==> src/rtl/uart_pkg.sv <==
// Shared UART definitions for the TX and RX datapaths.
// Holds the transmit state encoding, line levels and parity selection.
package uart_pkg;

   typedef enum logic [2:0] {
      IDLE,
      START,
      DATA,
      PARITY,
      STOP
   } tx_state_t;

   localparam logic PAR_EVEN  = 1'b0;
   localparam logic PAR_ODD   = 1'b1;
   localparam logic LINE_IDLE = 1'b1;
   localparam logic START_BIT = 1'b0;
   localparam logic STOP_BIT  = 1'b1;

   // Turns the XOR-reduction of a payload into the frame parity bit.
   function automatic logic parity_bit(
      input logic ones_odd,
      input logic typ
   );
      return (typ == PAR_ODD) ? ~ones_odd : ones_odd;
   endfunction

endpackage

==> src/rtl/uart_tx_serializer.sv <==
// Payload shift register and data-bit counter for the UART transmitter.
// ser_bit is the data bit that goes on the line at the coming edge.
module uart_tx_serializer
   import uart_pkg::*;
#(
   parameter int DATA_WIDTH = 8
) (
   input  logic                  clk,
   input  logic                  rst,
   input  logic                  load,
   input  logic                  shift,
   input  logic [DATA_WIDTH-1:0] data,
   output logic                  ser_bit,
   output logic                  ser_done
);

   localparam int CW = (DATA_WIDTH > 1) ? $clog2(DATA_WIDTH) : 1;
   localparam logic [CW-1:0] LAST = CW'(DATA_WIDTH - 1);

   logic [DATA_WIDTH-1:0] sr;
   logic [DATA_WIDTH-1:0] sr_next;
   logic [CW-1:0]         cnt;

   assign sr_next = sr >> 1;

   // Bit 0 goes out from START; each shift exposes the following bit.
   assign ser_bit  = shift ? sr_next[0] : sr[0];
   assign ser_done = (cnt == LAST);

   // Load on accept, then shift once per data bit until the last one.
   always_ff @(posedge clk) begin
      if (rst) begin
         sr  <= '0;
         cnt <= '0;
      end else if (load) begin
         sr  <= data;
         cnt <= '0;
      end else if (shift) begin
         sr  <= sr_next;
         cnt <= cnt + CW'(1);
      end
   end

endmodule

==> src/rtl/uart_tx_frame.sv <==
// UART transmitter: one frame per request, one bit per CLK cycle.
// Start bit, LSB-first data, optional parity, one stop bit.
module uart_tx_frame
   import uart_pkg::*;
#(
   parameter int DATA_WIDTH = 8
) (
   input  logic                  CLK,
   input  logic                  RST,
   input  logic [DATA_WIDTH-1:0] P_DATA,
   input  logic                  DATA_VALID,
   input  logic                  PAR_EN,
   input  logic                  PAR_TYP,
   output logic                  READY,
   output logic                  TX_OUT,
   output logic                  BUSY
);

   tx_state_t             state;
   logic [DATA_WIDTH-1:0] data_q;
   logic                  par_en_q;
   logic                  par_typ_q;

   logic accept;
   logic shift;
   logic ser_bit;
   logic ser_done;
   logic par_bit;

   // A new frame may start from idle or overlap the stop bit.
   assign READY  = (state == IDLE) || (state == STOP);
   assign accept = DATA_VALID && READY;
   assign shift  = (state == DATA) && !ser_done;

   assign par_bit = parity_bit(^data_q, par_typ_q);

   uart_tx_serializer #(
      .DATA_WIDTH (DATA_WIDTH)
   ) u_ser (
      .clk      (CLK),
      .rst      (RST),
      .load     (accept),
      .shift    (shift),
      .data     (P_DATA),
      .ser_bit  (ser_bit),
      .ser_done (ser_done)
   );

   // Hold the request fields for the whole frame.
   always_ff @(posedge CLK) begin
      if (RST) begin
         data_q    <= '0;
         par_en_q  <= 1'b0;
         par_typ_q <= 1'b0;
      end else if (accept) begin
         data_q    <= P_DATA;
         par_en_q  <= PAR_EN;
         par_typ_q <= PAR_TYP;
      end
   end

   // Frame FSM; TX_OUT and BUSY are registered with the next state.
   always_ff @(posedge CLK) begin
      if (RST) begin
         state  <= IDLE;
         TX_OUT <= LINE_IDLE;
         BUSY   <= 1'b0;
      end else begin
         unique case (state)
            IDLE: begin
               if (accept) begin
                  state  <= START;
                  TX_OUT <= START_BIT;
                  BUSY   <= 1'b1;
               end else begin
                  TX_OUT <= LINE_IDLE;
                  BUSY   <= 1'b0;
               end
            end
            START: begin
               state  <= DATA;
               TX_OUT <= ser_bit;
               BUSY   <= 1'b1;
            end
            DATA: begin
               BUSY <= 1'b1;
               if (!ser_done) begin
                  TX_OUT <= ser_bit;
               end else if (par_en_q) begin
                  state  <= PARITY;
                  TX_OUT <= par_bit;
               end else begin
                  state  <= STOP;
                  TX_OUT <= STOP_BIT;
               end
            end
            PARITY: begin
               state  <= STOP;
               TX_OUT <= STOP_BIT;
               BUSY   <= 1'b1;
            end
            STOP: begin
               if (accept) begin
                  state  <= START;
                  TX_OUT <= START_BIT;
                  BUSY   <= 1'b1;
               end else begin
                  state  <= IDLE;
                  TX_OUT <= LINE_IDLE;
                  BUSY   <= 1'b0;
               end
            end
            default: begin
               state  <= IDLE;
               TX_OUT <= LINE_IDLE;
               BUSY   <= 1'b0;
            end
         endcase
      end
   end

endmodule

==> config.mk <==
export PLATFORM = sky130hd
export DESIGN_NAME = uart_tx_frame
export DESIGN_NICKNAME = d
export VERILOG_FILES = /design/src/rtl/uart_pkg.sv /design/src/rtl/uart_tx_serializer.sv /design/src/rtl/uart_tx_frame.sv
export SDC_FILE = /design/constraint.sdc
export NUM_CORES = 1
export LEC_CHECK = 0
export CAP_MARGIN = 40
export CELL_PAD_IN_SITES_DETAIL_PLACEMENT = 1
export CELL_PAD_IN_SITES_GLOBAL_PLACEMENT = 1
export CORE_MARGIN = 10
export CORE_UTILIZATION = 35
export DETAILED_ROUTE_END_ITERATION = 6
export MAX_ROUTING_LAYER = met4
export PLACE_DENSITY = 0.81
export SYNTH_ARGS = -nofsm -noshare
export SYNTH_HDL_FRONTEND = slang
export SYNTH_SLANG_ARGS = --single-unit
==> constraint.sdc <==
create_clock -name CLK -period 2.35 [get_ports CLK]
set_input_delay 0.5875 -clock CLK [delete_from_list [all_inputs] [get_ports CLK]]
set_output_delay 0.5875 -clock CLK [all_outputs]
set_load 0.01 [all_outputs]
==> summary.txt <==
DR WL/cell: 14.9 µm
Total CTS buffers: 3
Top sig layer: met4
Largest net degree at the start of global routing: 27
Crit-path max cell delay: 0.58 ns
Unrepaired setup endpoints after global routing: no
DR vias/cell: 4.99
Placer Congestion: 0.717
Via count: 923
Design Area, Final: 1380 µm²
Peak Freq: 470 MHz
GRT Overall Usage: 0.0996
Slowest CP cell: clkdlybuf4s50_1
Initial antenna violation count: 0
Largest family of logic cells by synthesized area: simple AND/OR/NAND/NOR gates
DRT Pass-1 Iters: 4
Post-DP HPWL: 2040 µm
PwrDens: 678 nW/µm²
Final WL: 2750 µm
Slew HR: 0.735
Routed Antenna Nets: 0
Met2 WL post-DR: 1260 µm
FF+latch count, synth: 26
Register area share after synthesis: 0.452
Hold_buf cts: 0
CTS Buffer Depth: 2
CTS resizes: 0
Cells after DPL: 181
IO buf count: 15
DRT met1 WL: 1390 µm
Final core utilization: 0.444
Synth Area in Simple Gates: 0.205
Crit path max-delay family: buffers and inverters
CP required: 1.76 ns
Synth Area in XOR/XNOR: 0.0652
Layout cells sized above 1: 0.0851
Fillers: 382
Starting Density: 0.371
Setup CP Type: flip-flop to primary output
Vias in the first global route: 996
Status: completed
Non-filler cells, final: 185
Core Region: 3100 µm²
CTS tree: built
TNS Setup: 0 ns
Setup ws final: 0.221 ns
Crit path max fanout: 6
Worst Setup Start Kind: flip-flop
Ys Warns: 0
Ys async rst share: 0
Core Rows: 20
Max Slew Vio Count: 0
Die Ht: 77.4 µm
Power Total: 935 µW
Pre-CTS setup slack: 0.392 ns
Max VDD drop: 0.000255 V
Min-Delay Path Class: flip-flop to flip-flop
Initial DRC Count: 70
Area after DPL: 1340 µm²
Remaining global-route overflow: 0
Syn Inst Count: 125
ANT cells: 0
Root Buffer: clkbuf_4
Synth cell types: 28
Worst hold slack: 0.484 ns
Final period util: 0.906
Multiplexer area fraction after synthesis: 0.0783
CP Buf/Inv Count: 1
CTS Sinks: 26
Fin nets: 157
LEAKAGE: 0.510 nW
Ports: 16
Main synth FF type: dfxtp_1
DR WL met3: 36 µm
Crit end category: primary output
Max Cap Viol: 0
Min cycle time layout: 2.13 ns
Die Footprint: 5980 µm²
Most common cell after layout, fill and taps aside: dfxtp_1
Commonest cells after routing, fill and taps aside: 26 x dfxtp_1, 23 x nand2_1, 15 x clkdlybuf4s50_1, 13 x a21oi_1
Clock-pin slew on the worst setup and hold paths: 0.14 ns
CP Data Arrival Time: 1.54 ns
Synth Cell Area: 1150 µm²
Slew @ Worst Pin: 0.388 ns
Clk_skew: 0.00552 ns
H-Tree Depth: 1
Adder-Cell Fraction of Synth Area: 0.0217
Final setup fails: 0
Syn-to-layout area delta: 19.8%
Die X-Extent: 77.4 µm
Post-synth EDFFs: 0
Compound-Gate Fraction of Synth Area: 0.129
Mapped Nets: 140
Postcts setup bufs: 0
Mean Syn Cell Area: 9.21 µm²
CP Cell Sequence: nor2_1 > clkdlybuf4s50_1
DRC: 0
Final hold viol count: 0
Later-pin clock latency in the skew report: 0.32 ns
First-pass GRT wire length: 4810 µm
==> registers in the layout (all words and copies together) (netlist names) <==
register   cells
u_ser.sr       8
state          3
u_ser.cnt      3
TX_OUT         1
data_q         8
BUSY           1
par_en_q       1
par_typ_q      1
==> cells in the mapped netlist, types with 2 or more instances <==
cell / instances / area share
a211oi_1: 8 / 0.052
inv_1: 3 / 0.0098
xnor2_1: 4 / 0.030
mux2i_1: 9 / 0.078
nand2_1: 23 / 0.075
xor2_1: 2 / 0.015
nor3_1: 5 / 0.022
a21oi_1: 13 / 0.057
nor2_1: 9 / 0.029
clkbuf_1: 5 / 0.016
ha_1: 2 / 0.022
dfxtp_1: 26 / 0.45
==> final timing paths <==
check / end / startpoint / depth (start not counted) / slack [ns]
worst max-delay path: READY / state[0]$_SDFFE_PP0P_ / 2 / 0.22
worst min-delay path: data_q[3]$_SDFFE_PP0N_ / data_q[3]$_SDFFE_PP0N_ / 2 / 0.48
worst max register to register: TX_OUT$_SDFF_PP1_ / state[0]$_SDFFE_PP0P_ / 4 / 0.74
worst min register to register: data_q[3]$_SDFFE_PP0N_ / data_q[3]$_SDFFE_PP0N_ / 2 / 0.48
==> cell type report <==
cell class	instances	area [µm²]	share of cell area
Clock buffer	4	36.3	0.0263
Inverter	3	11.3	0.00817
Multi-Input combinational cell	89	576	0.417
Sequential cell	26	520	0.377
Tap cell	44	55.1	0.0399
Timing Repair Buffer	19	180	0.131
==> worst min-delay path: stages (launching register included) <==
cell     delay, ns
dfxtp_1       0.35
nand2_1       0.06
a21oi_1       0.05
==> where the power goes <==
| part | switching [mW] | internal (mW) | leakage (nW) |
|---|---|---|---|
| Clock | 0.133 | 0.0948 | 0.0210 |
| Combinational | 0.0985 | 0.103 | 0.275 |
| Sequential | 0.0273 | 0.478 | 0.214 |
==> metal layers <==
metal | GRT usage | vias to the layer above
met5 | - | -
met4 | 0.0602 | 0
met3 | 0.00806 | 4
met2 | 0.154 | 14
met1 | 0.124 | 441
li1 | - | 464
==> kinds of logic (layout without fill, tap and decap cells) <==
kind of cell / after synthesis / after routing
flip-flops: 26 / 26
XOR/XNOR: 7 / 7
AO/OA/AOI/OAI: 24 / 24
AND/OR/NAND/NOR: 47 / 47
multiplexers: 9 / 9
buffers and inverters: 10 / 26
adder cells (fa/ha/maj): 2 / 2
Note: power is estimated with default switching activity, not from simulation.
